[src/rtl/pc_update_unit.sv]
`default_nettype none
// ============================================================================
// Module      : pc_update_unit
// Description : Program counter, branch resolution, carry flag and retire count
// Revision    : 1.0
// ============================================================================
module pc_update_unit (
    input  logic        clk,
    input  logic        rst,
    input  logic        instr_valid,
    input  logic [2:0]  CondJump,
    input  logic        UncondJump,
    input  logic [1:0]  AddrSel,
    input  logic        halt,
    input  logic        flag_we,
    input  logic        alu_carry,
    input  logic [31:0] rs_data,
    input  logic [25:0] imm26,
    input  logic [15:0] imm16,
    output logic [31:0] pc,
    output logic [31:0] pc_plus4,
    output logic        branch_taken,
    output logic        carry_q,
    output logic        halted,
    output logic [31:0] retired
);

    typedef enum logic [0:0] {
        ST_RUN  = 1'b0,
        ST_HALT = 1'b1
    } state_t;

    localparam logic [2:0] c_cj_bltz = 3'b001;
    localparam logic [2:0] c_cj_bz   = 3'b010;
    localparam logic [2:0] c_cj_bnz  = 3'b011;
    localparam logic [2:0] c_cj_bcy  = 3'b100;
    localparam logic [2:0] c_cj_bncy = 3'b101;

    state_t      r_state;
    logic [31:0] r_pc;
    logic        r_carry;
    logic [31:0] r_retired;

    logic        w_cond_met;
    logic        w_commit;
    logic [31:0] w_offset;
    logic [31:0] w_target;

    assign w_commit = (r_state == ST_RUN) && instr_valid;
    assign pc_plus4 = r_pc + 32'd4;

    // Carry conditions look at the registered flag, never this cycle's ALU carry.
    always_comb begin
        w_cond_met = 1'b0;
        case (CondJump)
            c_cj_bltz: w_cond_met = rs_data[31];
            c_cj_bz:   w_cond_met = (rs_data == 32'd0);
            c_cj_bnz:  w_cond_met = (rs_data != 32'd0);
            c_cj_bcy:  w_cond_met = r_carry;
            c_cj_bncy: w_cond_met = ~r_carry;
            default:   w_cond_met = 1'b0;
        endcase
    end

    assign branch_taken = w_commit && (UncondJump || w_cond_met);

    always_comb begin
        w_offset = {{4{imm26[25]}}, imm26, 2'b00};
        w_target = pc_plus4 + w_offset;
        if (AddrSel == 2'b10) begin
            w_offset = {{14{imm16[15]}}, imm16, 2'b00};
            w_target = pc_plus4 + w_offset;
        end else if (AddrSel == 2'b01) begin
            w_target = {rs_data[31:2], 2'b00};
        end
    end

    always_ff @(posedge clk or negedge rst) begin
        if (!rst) begin
            r_state   <= ST_RUN;
            r_pc      <= 32'd0;
            r_carry   <= 1'b0;
            r_retired <= 32'd0;
        end else begin
            case (r_state)
                ST_RUN: begin
                    if (instr_valid) begin
                        r_retired <= r_retired + 32'd1;
                        if (halt) begin
                            // pc stays on the halt instruction
                            r_state <= ST_HALT;
                        end else begin
                            r_pc <= branch_taken ? w_target : pc_plus4;
                            if (flag_we) begin
                                r_carry <= alu_carry;
                            end
                        end
                    end
                end
                ST_HALT: begin
                    r_state <= ST_HALT;
                end
                default: begin
                    r_state <= ST_RUN;
                end
            endcase
        end
    end

    assign pc      = r_pc;
    assign carry_q = r_carry;
    assign retired = r_retired;
    assign halted  = (r_state == ST_HALT);

endmodule
`default_nettype wire

[config.mk]
export PLATFORM = sky130hd
export DESIGN_NAME = pc_update_unit
export DESIGN_NICKNAME = d
export VERILOG_FILES = /design/src/rtl/pc_update_unit.sv
export SDC_FILE = /design/constraint.sdc
export NUM_CORES = 1
export LEC_CHECK = 0
export CORE_ASPECT_RATIO = 0.6
export CORE_MARGIN = 2
export CORE_UTILIZATION = 25
export DETAILED_ROUTE_END_ITERATION = 8
export HOLD_SLACK_MARGIN = 0.05
export SYNTH_ARGS = -nofsm -noshare
export SYNTH_HDL_FRONTEND = slang
export SYNTH_SLANG_ARGS = --single-unit
export TNS_END_PERCENT = 100
[constraint.sdc]
create_clock -name clk -period 3.8 [get_ports clk]
set_input_delay 0.76 -clock clk [delete_from_list [all_inputs] [get_ports clk]]
set_output_delay 0.76 -clock clk [all_outputs]
set_load 0.005 [all_outputs]
==> results.py <==
metrics = {
    "clock_network": {
        "cts_buffer_depth": 2,
        "clock_latency_ns": 0.34,
        "cts_made_buffers": 9,
        "hold_buffers": 0,
        "path_clk_slew_ns": 0.07,
        "h-tree-depth": 3,
        "cts_sinks": 64,
        "cts_root_buffer": "clkbuf_16",
        "cts_tree": "built",
    },
    "grt": {
        "grtUsageMet2": 0.291,
        "grt_pass1_vias": 8765,
        "met3_usage": 0.0658,
        "track_usage": 0.216,
        "grt_max_degree": 41,
        "grt_busiest_layer": "met1",
        "grt_first_pass_wirelength_um": 52800,
        "overflow": 0,
        "gr-usage-met1": 0.327,
        "antenna_found_initial": 2,
    },
    "route": {
        "wl_per_cell_um": 20.0,
        "viasPerCell": 5.21,
        "drt_iter0_markers": 872,
        "drt_pass1_iterations": 7,
        "drc": 0,
        "vias": 9396,
        "final_antenna_net_count": 0,
        "routed_wirelength_um": 36000,
    },
    "setup_path": {
        "crit_arrival_ns": 4.03,
        "path_delay_family": "compound AO/OA/AOI/OAI gates",
        "crit_buf_inv": 4,
        "worstPathCellList": "buf_4 > buf_4 > and4_4 > nand4_4 > buf_4 > xnor2_1 > buf_4 > ha_4 > a21o_1 > a221o_2 > a31oi_4 > o31ai_4 > a311o_1 > xnor2_1 > a221oi_2 > a21oi_1",
        "required_ns": 4.01,
        "path_class": "flop to flop",
        "slowest_stage": "a221o_2",
        "endpoint_kind": "flop",
        "max_stage_delay_ns": 0.43,
        "crit_top_cell": "buf_4",
        "cp_max_fo": 6,
        "cp-start-kind": "flop",
    },
    "synthesis": {
        "syn_area_mm2": 0.00755,
        "synthArstFlopShare": 1.00,
        "synth.area.mux_share": 0.0245,
        "syn_avg_cell_area_um2": 7.79,
        "synthCells": 969,
        "ys_seq_area_frac": 0.212,
        "ys_types": 77,
        "synthFlopType": "dfrtp_1",
        "ys_warn_count": 0,
        "synth-edff-count": 0,
        "synth_xor_area_frac": 0.117,
        "synth-seq-cells": 64,
        "yosys.area_share.adder": 0.115,
        "synth_top_family_by_area": "compound AO/OA/AOI/OAI gates",
        "synth-simple-area-share": 0.232,
        "synth-compound-area-share": 0.260,
    },
    "final_layout": {
        "final_nets": 1541,
        "area_growth_pct": 69.4,
        "layout_common_cells": "260 x buf_4, 174 x clkdlybuf4s50_1, 101 x nand2_1, 79 x a21oi_1, 64 x dfrtp_1",
        "final_common_cell": "buf_4",
        "drive_gt1_frac": 0.295,
        "final_cell_area_mm2": 0.0128,
    },
    "die": {
        "floorplan.die.height_um": 139,
        "start_util": 0.253,
        "die-area_mm2": 0.0317,
        "rows": 49,
        "core_mm2": 0.0299,
        "ioPinCount": 185,
        "die_w_um": 228,
    },
    "power": {
        "ir_drop_mv": 0.190,
        "power_leakage_nw": 5.68,
        "finalPower_mw": 5.40,
        "power.density_mw_per_mm2": 422,
    },
    "placement": {
        "hpwl_um": 28900,
        "placed_area_mm2": 0.0115,
        "portBuffers": 180,
        "dp_slack_ns": -0.174,
        "globalplace.congestion": 1.01,
    },
    "worst_hold_path": {
        "hold_path_class": "flop to flop",
    },
    "timing": {
        "setup_ws_ns": -0.0242,
        "finalHoldViolations": 0,
        "setup_viol": 3,
        "max_slew_margin": 0.355,
        "rsz0062_at_grt": "yes",
        "max_freq_mhz": 261,
        "clock_skew_ns": 0.0135,
        "tightest_slew_ns": 0.967,
        "whs_ns": 0.484,
        "report.final.slew_viol_count": 0,
        "fin_crit_ns": 3.82,
        "finalCritPeriodShare": 1.01,
    },
    "run_status": {
        "violations": "setup timing",
        "status": "complete, but fails checks",
    },
    "job": {
        "drv_cap": 0,
    },
}
## layer usage
metal  share of wire  vias to the layer above
met2            0.40                      440
met3            0.11                       46
met4           0.019                        0
met5               0                        -
li1                -                     4435
met1            0.48                     4475
## through the flow
stage / instances / util / TNS, ns
floorplan: 972 / - / 0
global placement: 1748 / 0.384 / -0.549
detailed placement: 1748 / 0.384 / -0.921
CTS: 1791 / 0.407 / -0.0166
global route: 1802 / 0.428 / -0.808
finish: 1802 / 0.428 / -0.0418
## where the power goes
group / switching [mW] / internal, mW
Combinational: 1.79 / 1.75
Sequential: 0.105 / 0.760
Clock: 0.342 / 0.649
Total: 2.24 / 3.16
## registers in the layout, indices dropped and copies added (netlist names)
signal   cells
carry_q      1
retired     32
halted       1
pc          30
## cell families (layout without fill, tap and decap cells)
| family | Yosys count | count (layout) |
|---|---|---|
| xor gates and xnor gates | 101 | 101 |
| muxes | 18 | 18 |
| and+or+nand+nor | 345 | 345 |
| buffers and inverters | 68 | 488 |
| DFF | 64 | 64 |
| other | 1 | 6 |
| adders and majority gates | 68 | 68 |
| AOI/OAI and AO/OA | 304 | 304 |
## Yosys cell counts, types with 5 or more instances
cell / n / share of area
nor4_1: 10 / 0.0083
nand3_1: 55 / 0.036
nor2_1: 59 / 0.029
and2_1: 9 / 0.0075
and3_1: 24 / 0.020
a211oi_1: 13 / 0.013
o22ai_1: 8 / 0.0066
o31ai_1: 5 / 0.0050
a21oi_1: 94 / 0.062
buf_4: 5 / 0.0050
nor3_1: 19 / 0.013
a31oi_1: 13 / 0.011
clkbuf_1: 26 / 0.013
xnor2_1: 73 / 0.085
a21o_1: 34 / 0.034
xor2_1: 28 / 0.032
nand2_1: 101 / 0.050
dfrtp_1: 64 / 0.21
inv_1: 23 / 0.011
nor2b_1: 8 / 0.0066
nand4_1: 18 / 0.015
o21ai_0: 57 / 0.038
buf_2: 7 / 0.0046
a221o_1: 5 / 0.0066
mux2i_1: 14 / 0.019
o21bai_1: 9 / 0.0089
ha_1: 66 / 0.11
and4_1: 10 / 0.012
o211ai_1: 17 / 0.017
nand2b_1: 6 / 0.0050
a221oi_1: 8 / 0.0093
o21a_1: 9 / 0.0089
## area by class of cell
class,instances,area (µm²)
Timing Repair Buffer,447,3840
Tap cell,408,510
Multi-Input combinational cell,840,6390
Clock buffer,9,225
Fill cell,3018,17100
Inverter,25,93.8
Antenna cell,2,5.00
Clock inverter,7,125
Sequential cell,64,1600
## worst register-to-register path: cells and delay by family, from the launching register on
family	cells	cell delay (ns)
buffers and inverters	4	0.62
XOR/XNOR	2	0.36
AND/OR/NAND/NOR	2	0.43
AO/OA/AOI/OAI	7	1.70
flip-flops	1	0.36
adder cells (fa/ha/maj)	1	0.23
## worst paths after layout
check | cells past startpoint | slack [ns] | end | startpoint
worst max-delay path | 16 | -0.02 | pc[31]$_DFFE_PN0P_ | pc[2]$_DFFE_PN0P_
worst min-delay path | 1 | 0.48 | retired[31]$_DFFE_PN0P_ | retired[31]$_DFFE_PN0P_
worst max register to register | 16 | -0.02 | pc[31]$_DFFE_PN0P_ | pc[2]$_DFFE_PN0P_
worst min register to register | 1 | 0.48 | retired[31]$_DFFE_PN0P_ | retired[31]$_DFFE_PN0P_
max in group asynchronous | 2 | 2.45 | pc[16]$_DFFE_PN0P_ | rst
min in group asynchronous | 1 | 0.57 | retired[25]$_DFFE_PN0P_ | rst
## repair_timing
item,in CTS,in global routing
setup buffers,28,12
pin swaps,17,47
gates resized for setup,33,110
endpoints found under the setup margin,13,25
Power figures use the tool's default switching activity.
